$ cat config.mk
export PLATFORM = sky130hd
export DESIGN_NAME = fifo_to_mem_mq
export DESIGN_NICKNAME = d
export VERILOG_FILES = /design/src/rtl/fifo_to_mem_mq_pkg.sv /design/src/rtl/fifo_to_mem_qptr.sv /design/src/rtl/fifo_to_mem_mq.sv
export SDC_FILE = /design/constraint.sdc
export NUM_CORES = 1
export LEC_CHECK = 0
export CAP_MARGIN = 15
export CORE_AREA = 2 2 324 326
export DETAILED_ROUTE_END_ITERATION = 16
export DIE_AREA = 0 0 326 328
export HOLD_SLACK_MARGIN = 0.05
export MAX_ROUTING_LAYER = met4
export PLACE_DENSITY = 0.6
export SLEW_MARGIN = 10
export SYNTH_ARGS = -nofsm -noshare
export SYNTH_HDL_FRONTEND = slang
export SYNTH_SLANG_ARGS = --single-unit
$ cat constraint.sdc
create_clock -name clk -period 10.7 [get_ports clk]
set_input_delay 1.605 -clock clk [delete_from_list [all_inputs] [get_ports clk]]
set_output_delay 1.605 -clock clk [all_outputs]
set_load 0.1 [all_outputs]
$ cat src/rtl/fifo_to_mem_mq_pkg.sv
// Shared definitions for the multi-queue FIFO-to-SRAM writer.
package fifo_to_mem_mq_pkg;

  // Largest queue count the qid field and register map are laid out for.
  localparam int unsigned MaxQueues = 16;

  // Per-queue action for the current pop, decoded once and shared by all next-state terms.
  typedef enum logic [1:0] {
    QIdle,     // no word for this queue this cycle
    QWrite,    // word goes to SRAM
    QDiscard,  // word thrown away, packet continues
    QDropEnd   // last word of a thrown-away packet
  } q_act_e;

  // ceil(log2(n)), never below 1 so a single-queue build still has a qid bit.
  function automatic int unsigned clog2_min1(input int unsigned n);
    int unsigned r;
    r = 0;
    while ((32'd1 << r) < n) begin
      r++;
    end
    return (r == 0) ? 1 : r;
  endfunction

endpackage

$ cat src/rtl/fifo_to_mem_qptr.sv
// Per-queue write pointer, full/drop tracking and packet/drop counters.
module fifo_to_mem_qptr
  import fifo_to_mem_mq_pkg::*;
#(
  parameter int unsigned AddrWidth = 19,
  parameter int unsigned CntWidth  = 32
) (
  input  logic                 clk,
  input  logic                 rst_n,
  input  logic                 sw_rst,
  input  logic                 hit,
  input  logic                 eop,
  input  logic                 enable,
  input  logic                 wrap_en,
  input  logic [AddrWidth-1:0] low,
  input  logic [AddrWidth-1:0] high,
  output logic                 wr_ok,
  output logic [AddrWidth-1:0] ptr,
  output logic                 full,
  output logic [CntWidth-1:0]  pkt_cnt,
  output logic [CntWidth-1:0]  drop_cnt
);

  // Counters stick at all-ones instead of rolling over.
  localparam logic [CntWidth-1:0] CntMax = '1;

  logic [AddrWidth-1:0] ptr_q, ptr_d;
  logic                 full_q, full_d;
  logic                 drop_q, drop_d;
  logic [CntWidth-1:0]  pkt_cnt_q, pkt_cnt_d;
  logic [CntWidth-1:0]  drop_cnt_q, drop_cnt_d;
  logic                 at_end;
  q_act_e               act;

  function automatic logic [CntWidth-1:0] sat_inc(input logic [CntWidth-1:0] v);
    return (v == CntMax) ? v : v + CntWidth'(1);
  endfunction

  // A word may land only while the region has room and no packet is being thrown away.
  assign wr_ok  = enable & ~full_q & ~drop_q;
  assign at_end = (ptr_q == high - AddrWidth'(1));

  assign ptr      = ptr_q;
  assign full     = full_q;
  assign pkt_cnt  = pkt_cnt_q;
  assign drop_cnt = drop_cnt_q;

  // Classify this cycle's pop for this queue.
  always_comb begin
    act = QIdle;
    if (hit && enable) begin
      if (wr_ok) begin
        act = QWrite;
      end else if (eop) begin
        act = QDropEnd;
      end else begin
        act = QDiscard;
      end
    end
  end

  // Next-state for pointer, flags and counters.
  always_comb begin
    ptr_d      = ptr_q;
    full_d     = full_q;
    drop_d     = drop_q;
    pkt_cnt_d  = pkt_cnt_q;
    drop_cnt_d = drop_cnt_q;
    unique case (act)
      QIdle: begin
      end
      QWrite: begin
        if (at_end) begin
          if (wrap_en) begin
            ptr_d = low;
          end else begin
            // Hold the pointer on the last slot; full blocks further writes.
            full_d = 1'b1;
          end
        end else begin
          ptr_d = ptr_q + AddrWidth'(1);
        end
        if (eop) begin
          pkt_cnt_d = sat_inc(pkt_cnt_q);
        end
      end
      QDiscard: begin
        drop_d = 1'b1;
      end
      QDropEnd: begin
        // A truncated packet is counted once here and never as stored.
        drop_d     = 1'b0;
        drop_cnt_d = sat_inc(drop_cnt_q);
      end
      default: begin
      end
    endcase
  end

  // State register; a disabled queue is held in its reset state.
  always_ff @(posedge clk) begin
    if (!rst_n || sw_rst || !enable) begin
      ptr_q      <= low;
      full_q     <= 1'b0;
      drop_q     <= 1'b0;
      pkt_cnt_q  <= '0;
      drop_cnt_q <= '0;
    end else begin
      ptr_q      <= ptr_d;
      full_q     <= full_d;
      drop_q     <= drop_d;
      pkt_cnt_q  <= pkt_cnt_d;
      drop_cnt_q <= drop_cnt_d;
    end
  end

endmodule

$ cat src/rtl/fifo_to_mem_mq.sv
// Multi-queue FWFT packet FIFO drain into per-queue SRAM regions.
module fifo_to_mem_mq
  import fifo_to_mem_mq_pkg::*;
#(
  parameter int unsigned NUM_QUEUES      = 4,
  parameter int unsigned NUM_QUEUES_BITS = clog2_min1(NUM_QUEUES),
  parameter int unsigned FIFO_DATA_WIDTH = 144,
  parameter int unsigned MEM_ADDR_WIDTH  = 19,
  parameter int unsigned MEM_DATA_WIDTH  = 72,
  parameter int unsigned MEM_BW_WIDTH    = 8,
  parameter int unsigned CNT_WIDTH       = 32
) (
  input  logic                                 clk,
  input  logic                                 rst_n,
  output logic                                 fifo_rd_en,
  input  logic [FIFO_DATA_WIDTH-1:0]           fifo_data,
  input  logic [NUM_QUEUES_BITS-1:0]           fifo_qid,
  input  logic                                 fifo_eop,
  input  logic                                 fifo_empty,
  input  logic                                 mem_wr_full,
  output logic                                 mem_ad_w_n,
  output logic                                 mem_d_w_n,
  output logic [MEM_ADDR_WIDTH-1:0]            mem_ad_wr,
  output logic [MEM_DATA_WIDTH-1:0]            mem_dwl,
  output logic [MEM_DATA_WIDTH-1:0]            mem_dwh,
  output logic [MEM_BW_WIDTH-1:0]              mem_bwl_n,
  output logic [MEM_BW_WIDTH-1:0]              mem_bwh_n,
  input  logic [NUM_QUEUES*MEM_ADDR_WIDTH-1:0] q_addr_low,
  input  logic [NUM_QUEUES*MEM_ADDR_WIDTH-1:0] q_addr_high,
  input  logic [NUM_QUEUES-1:0]                q_enable,
  input  logic [NUM_QUEUES-1:0]                q_wrap_en,
  output logic [NUM_QUEUES*MEM_ADDR_WIDTH-1:0] q_wr_ptr,
  output logic [NUM_QUEUES-1:0]                q_full,
  output logic [NUM_QUEUES*CNT_WIDTH-1:0]      q_pkt_cnt,
  output logic [NUM_QUEUES*CNT_WIDTH-1:0]      q_drop_cnt,
  input  logic                                 sw_rst,
  input  logic                                 cal_done
);

  logic [NUM_QUEUES-1:0]     hit;
  logic [NUM_QUEUES-1:0]     wr_ok;
  logic                      wr_sel;
  logic [MEM_ADDR_WIDTH-1:0] addr_sel;

  logic                      we_n_q;
  logic [MEM_ADDR_WIDTH-1:0] addr_q;
  logic [MEM_DATA_WIDTH-1:0] dwl_q, dwh_q;

  // Every word leaves the FIFO through this strobe, whether it is written or discarded.
  assign fifo_rd_en = ~fifo_empty & ~mem_wr_full & cal_done;

  for (genvar i = 0; i < NUM_QUEUES; i++) begin : g_queue
    // An out-of-range qid matches no queue, so its word is popped and ignored.
    assign hit[i] = fifo_rd_en & (fifo_qid == NUM_QUEUES_BITS'(i));

    fifo_to_mem_qptr #(
      .AddrWidth (MEM_ADDR_WIDTH),
      .CntWidth  (CNT_WIDTH)
    ) u_qptr (
      .clk      (clk),
      .rst_n    (rst_n),
      .sw_rst   (sw_rst),
      .hit      (hit[i]),
      .eop      (fifo_eop),
      .enable   (q_enable[i]),
      .wrap_en  (q_wrap_en[i]),
      .low      (q_addr_low[i*MEM_ADDR_WIDTH +: MEM_ADDR_WIDTH]),
      .high     (q_addr_high[i*MEM_ADDR_WIDTH +: MEM_ADDR_WIDTH]),
      .wr_ok    (wr_ok[i]),
      .ptr      (q_wr_ptr[i*MEM_ADDR_WIDTH +: MEM_ADDR_WIDTH]),
      .full     (q_full[i]),
      .pkt_cnt  (q_pkt_cnt[i*CNT_WIDTH +: CNT_WIDTH]),
      .drop_cnt (q_drop_cnt[i*CNT_WIDTH +: CNT_WIDTH])
    );
  end

  // At most one hit bit is set, so the selected queue's pointer is an OR of masked pointers.
  assign wr_sel = |(hit & wr_ok);

  // Pick the write address of the queue owning the current word.
  always_comb begin
    addr_sel = '0;
    for (int i = 0; i < NUM_QUEUES; i++) begin
      if (hit[i]) begin
        addr_sel = addr_sel | q_wr_ptr[i*MEM_ADDR_WIDTH +: MEM_ADDR_WIDTH];
      end
    end
  end

  // Registered SRAM write port: strobes one cycle after the pop.
  always_ff @(posedge clk) begin
    if (!rst_n || sw_rst) begin
      we_n_q <= 1'b1;
      addr_q <= '0;
      dwl_q  <= '0;
      dwh_q  <= '0;
    end else begin
      we_n_q <= ~wr_sel;
      if (wr_sel) begin
        addr_q <= addr_sel;
        dwl_q  <= fifo_data[MEM_DATA_WIDTH-1:0];
        dwh_q  <= fifo_data[FIFO_DATA_WIDTH-1:MEM_DATA_WIDTH];
      end
    end
  end

  assign mem_ad_w_n = we_n_q;
  assign mem_d_w_n  = we_n_q;
  assign mem_ad_wr  = addr_q;
  assign mem_dwl    = dwl_q;
  assign mem_dwh    = dwh_q;
  assign mem_bwl_n  = '0;
  assign mem_bwh_n  = '0;

endmodule

==> results.md <==
* Share of flip-flops with an asynchronous set or reset at 0
* Initial detailed-routing violation count at 1,662
* Tmin final at 5.53 ns
* CP Capture Type: register
* Min-delay worst type: reg -> reg
* Worst slew pin tran at 1.16 ns
* Max Cap Viol at 0
* Final setup violation count at 0
* Cell variety after synth at 88
* Post-DP HPWL at 85.1 mm
* FF+latch count, synth at 504
* Status: finished clean
* R2r startpoint: g_queue[2].u_qptr.ptr[4]
* Lkg Pwr at 12.1 nW
* Core area at 103,000 sq um
* Peak supply drop at 0.121 mV
* Worst Path Required at 11.25 ns
* Avg WL per Cell at 20.9 um
* Grt met1 use at 0.231
* Min-delay src: mem_dwh[54]
* RD Place Congestion at 0.891
* Met3 Use GR at 0.0470
* Worst Setup Slack, final at 5.17 ns
* Final Skew at 0.0258 ns
* Power per cell area at 137 nW/um^2
* Final setup TNS at 0 ns
* Total CTS buffers at 66
* Post-synth EDFFs at 76
* Total track usage at 0.200
* Initial core utilization at 0.250
* Row Count at 118
* H-tree levels at 3
* Vias in the first global route at 24,040
* Multi-input logic area at 14,000 sq um
* Cells on worst reg2reg path at 6
* Fin. Hold Viols at 0
* Most Crowded Layer GR: met2
* Hold path depth at 2
* GR Layer Usage met2 at 0.327
* Initial antenna violation count at 28
* Most frequent cells in the layout: clkdlybuf4s50_1 (806), nand2_1 (449), dfxtp_1 (428), nor2_1 (295), a21oi_1 (247)
* Top_reg_cell synth: dfxtp_1
* IO Port Bufs at 814
* CTS tree: yes
* Vias per inst at 4.82
* Nets at 4,110
* Routed Antenna Nets at 0
* Routed WL at 110 mm
* Fillers at 10,501
* Clock-pin slew on the worst setup and hold paths at 0.06 ns
* Drt first pass iters at 5
* Internal reg-to-reg setup slack at 7.03 ns
* Setup bufs post-CTS at 0
* Register area share after synthesis at 0.420
* Vias at 25,223
* DR DRC count at 0
* Final Cycle Share at 0.517
* Share of cells above drive strength 1 at 0.0676
* First-pass GRT wire length at 158 mm
* Syn_area_per_cell at 8.47 sq um
* Area growth syn-to-layout at 45.2%
* Setup CP Type: in -> reg
* Die Area at 107,000 sq um
* Worst rel slew slack at 0.227
* Data arrival, critical path at 6.09 ns
* Commonest non-fill, non-tap cell in the layout: clkdlybuf4s50_1
* Util after Layout at 0.364
* Clk Latency, worst-skew pair at 0.63 ns
* Flip-flop and latch area at 10,900 sq um
* Root Buffer: clkbuf_16
* Syn. warnings at 0
* Overflow after GRT at 0
* Largest net degree at the start of global routing at 103
* Fmax at 0.181 GHz
* Die width at 326 um
* RR Endpoint: g_queue[2].u_qptr.ptr[14]
* Num ports at 831
* RSZ-0062 raised after global routing: no
* Max-slew violations at 0
* Synth Cell Area at 25,800 sq um
* Num Clock Sinks at 504
* Clk buf depth at 3
* Cts repair resizes at 0
* CP max FO at 91
* Crit start category: input port
* Synth Instances at 3,052
* Die H at 328 um
* Hold Path End: mem_dwh[54]
* Worst slack, placed at 4.35 ns
* Hold buffer count at cts at 0
-- kinds of logic (layout without fill, tap and decap cells) --
family / after synthesis / count (layout) / synth area share
and+or+nand+nor: 1382 / 1382 / 0.265
DFF: 504 / 504 / 0.420
AOI/OAI and AO/OA: 462 / 462 / 0.108
xor gates and xnor gates: 351 / 351 / 0.119
buffers and inverters: 249 / 1013 / 0.0414
muxes: 87 / 87 / 0.0385
adders and majority gates: 16 / 16 / 0.00775
other: 1 / 43 / 0.000145
-- metrics by stage --
stage	hold slack, ns	total power, mW	cells	instance area [sq um]
2_1_floorplan	0.473	2.52	3067	25900
4_1_cts	0.450	5.22	5210	37500
3_5_place_dp	0.443	2.82	5092	35100
3_3_place_gp	0.437	2.82	5092	35100
5_1_grt	0.463	5.33	5236	37500
6_report	0.449	5.15	5238	37500
-- Yosys cell counts (all sizes together) (4+ instances only) --
cell / n / area (sq um)
nand2: 453 / 1700
dfxtp: 428 / 8570
nor2: 295 / 1110
a21oi: 247 / 1240
xnor2: 180 / 1580
xor2: 171 / 1500
clkbuf: 152 / 583
nand3: 130 / 651
nand4: 105 / 663
edfxtp: 76 / 2280
mux2: 72 / 845
o21ai: 65 / 329
and3: 60 / 375
or3: 59 / 370
inv: 57 / 214
nor3: 57 / 290
and4: 53 / 465
a22oi: 43 / 328
nor4: 41 / 257
buf: 39 / 264
and2: 32 / 201
a211oi: 19 / 143
ha: 16 / 200
nor3b: 16 / 120
mux2i: 15 / 150
nor4b: 15 / 131
o211ai: 11 / 82.6
or4: 11 / 90.1
a31oi: 9 / 56.3
nand2b: 9 / 56.3
o31ai: 9 / 86.3
nand4b: 8 / 70.1
nor2b: 8 / 50.1
or2: 8 / 52.6
nor4bb: 7 / 70.1
o2111ai: 6 / 52.6
or4b: 6 / 60.1
a41oi: 5 / 43.8
nand3b: 5 / 37.5
a2111oi: 4 / 35.0
o21a: 4 / 30.0
-- sequential cells by signal, summed over array words and instances, names as in the netlist --
| signal | flops |
|---|---|
| g_queue.u_qptr.drop_cnt | 128 |
| g_queue.u_qptr.pkt_cnt | 128 |
| g_queue.u_qptr.ptr | 76 |
| mem_dwh | 72 |
| mem_dwl | 72 |
| mem_ad_wr | 19 |
| g_queue.u_qptr.drop_q | 4 |
| g_queue.u_qptr.full | 4 |
| mem_ad_w_n | 1 |
-- where the power goes --
part	internal (mW)	switching, mW
combinational	0.257	0.471
sequential	1.96	0.0900
clock	1.43	0.940
-- cell type report --
class,instances,share of cell area
timing repair buffer,838,0.221
tap,1380,0.0460
clock buffer,88,0.0505
antenna,27,0.00180
multi-input combinational,2314,0.374
clock inverter,30,0.0114
sequential,504,0.289
inverter,57,0.00570
-- worst max-delay path by stage --
stage          startpoint     endpoint  depth (start not counted)
5_1_grt          cal_done  mem_dwl[63]                         10
3_3_place_gp   fifo_empty  mem_dwl[54]                          9
3_5_place_dp   fifo_empty  mem_dwl[12]                          9
6_report         cal_done  mem_dwl[63]                         10
2_1_floorplan  fifo_empty   fifo_rd_en                          1
4_1_cts        fifo_empty   mem_dwl[7]                          9
-- critical path, stage by stage --
cell,delay [ns]
clkdlybuf4s50_1,0.50
nor4bb_1,0.49
buf_4,0.24
and2_1,0.75
nand2_1,0.45
nand4_1,0.25
buf_4,0.49
buf_4,0.83
nand2_1,0.16
a21oi_1,0.17
-- layer usage --
metal | part of all wire | vias to the layer above
met5 | 0 | -
met4 | 0.048 | 0
met3 | 0.064 | 190
met2 | 0.48 | 862
met1 | 0.40 | 11974
li1 | - | 12197
Power figures use the tool's default switching activity.
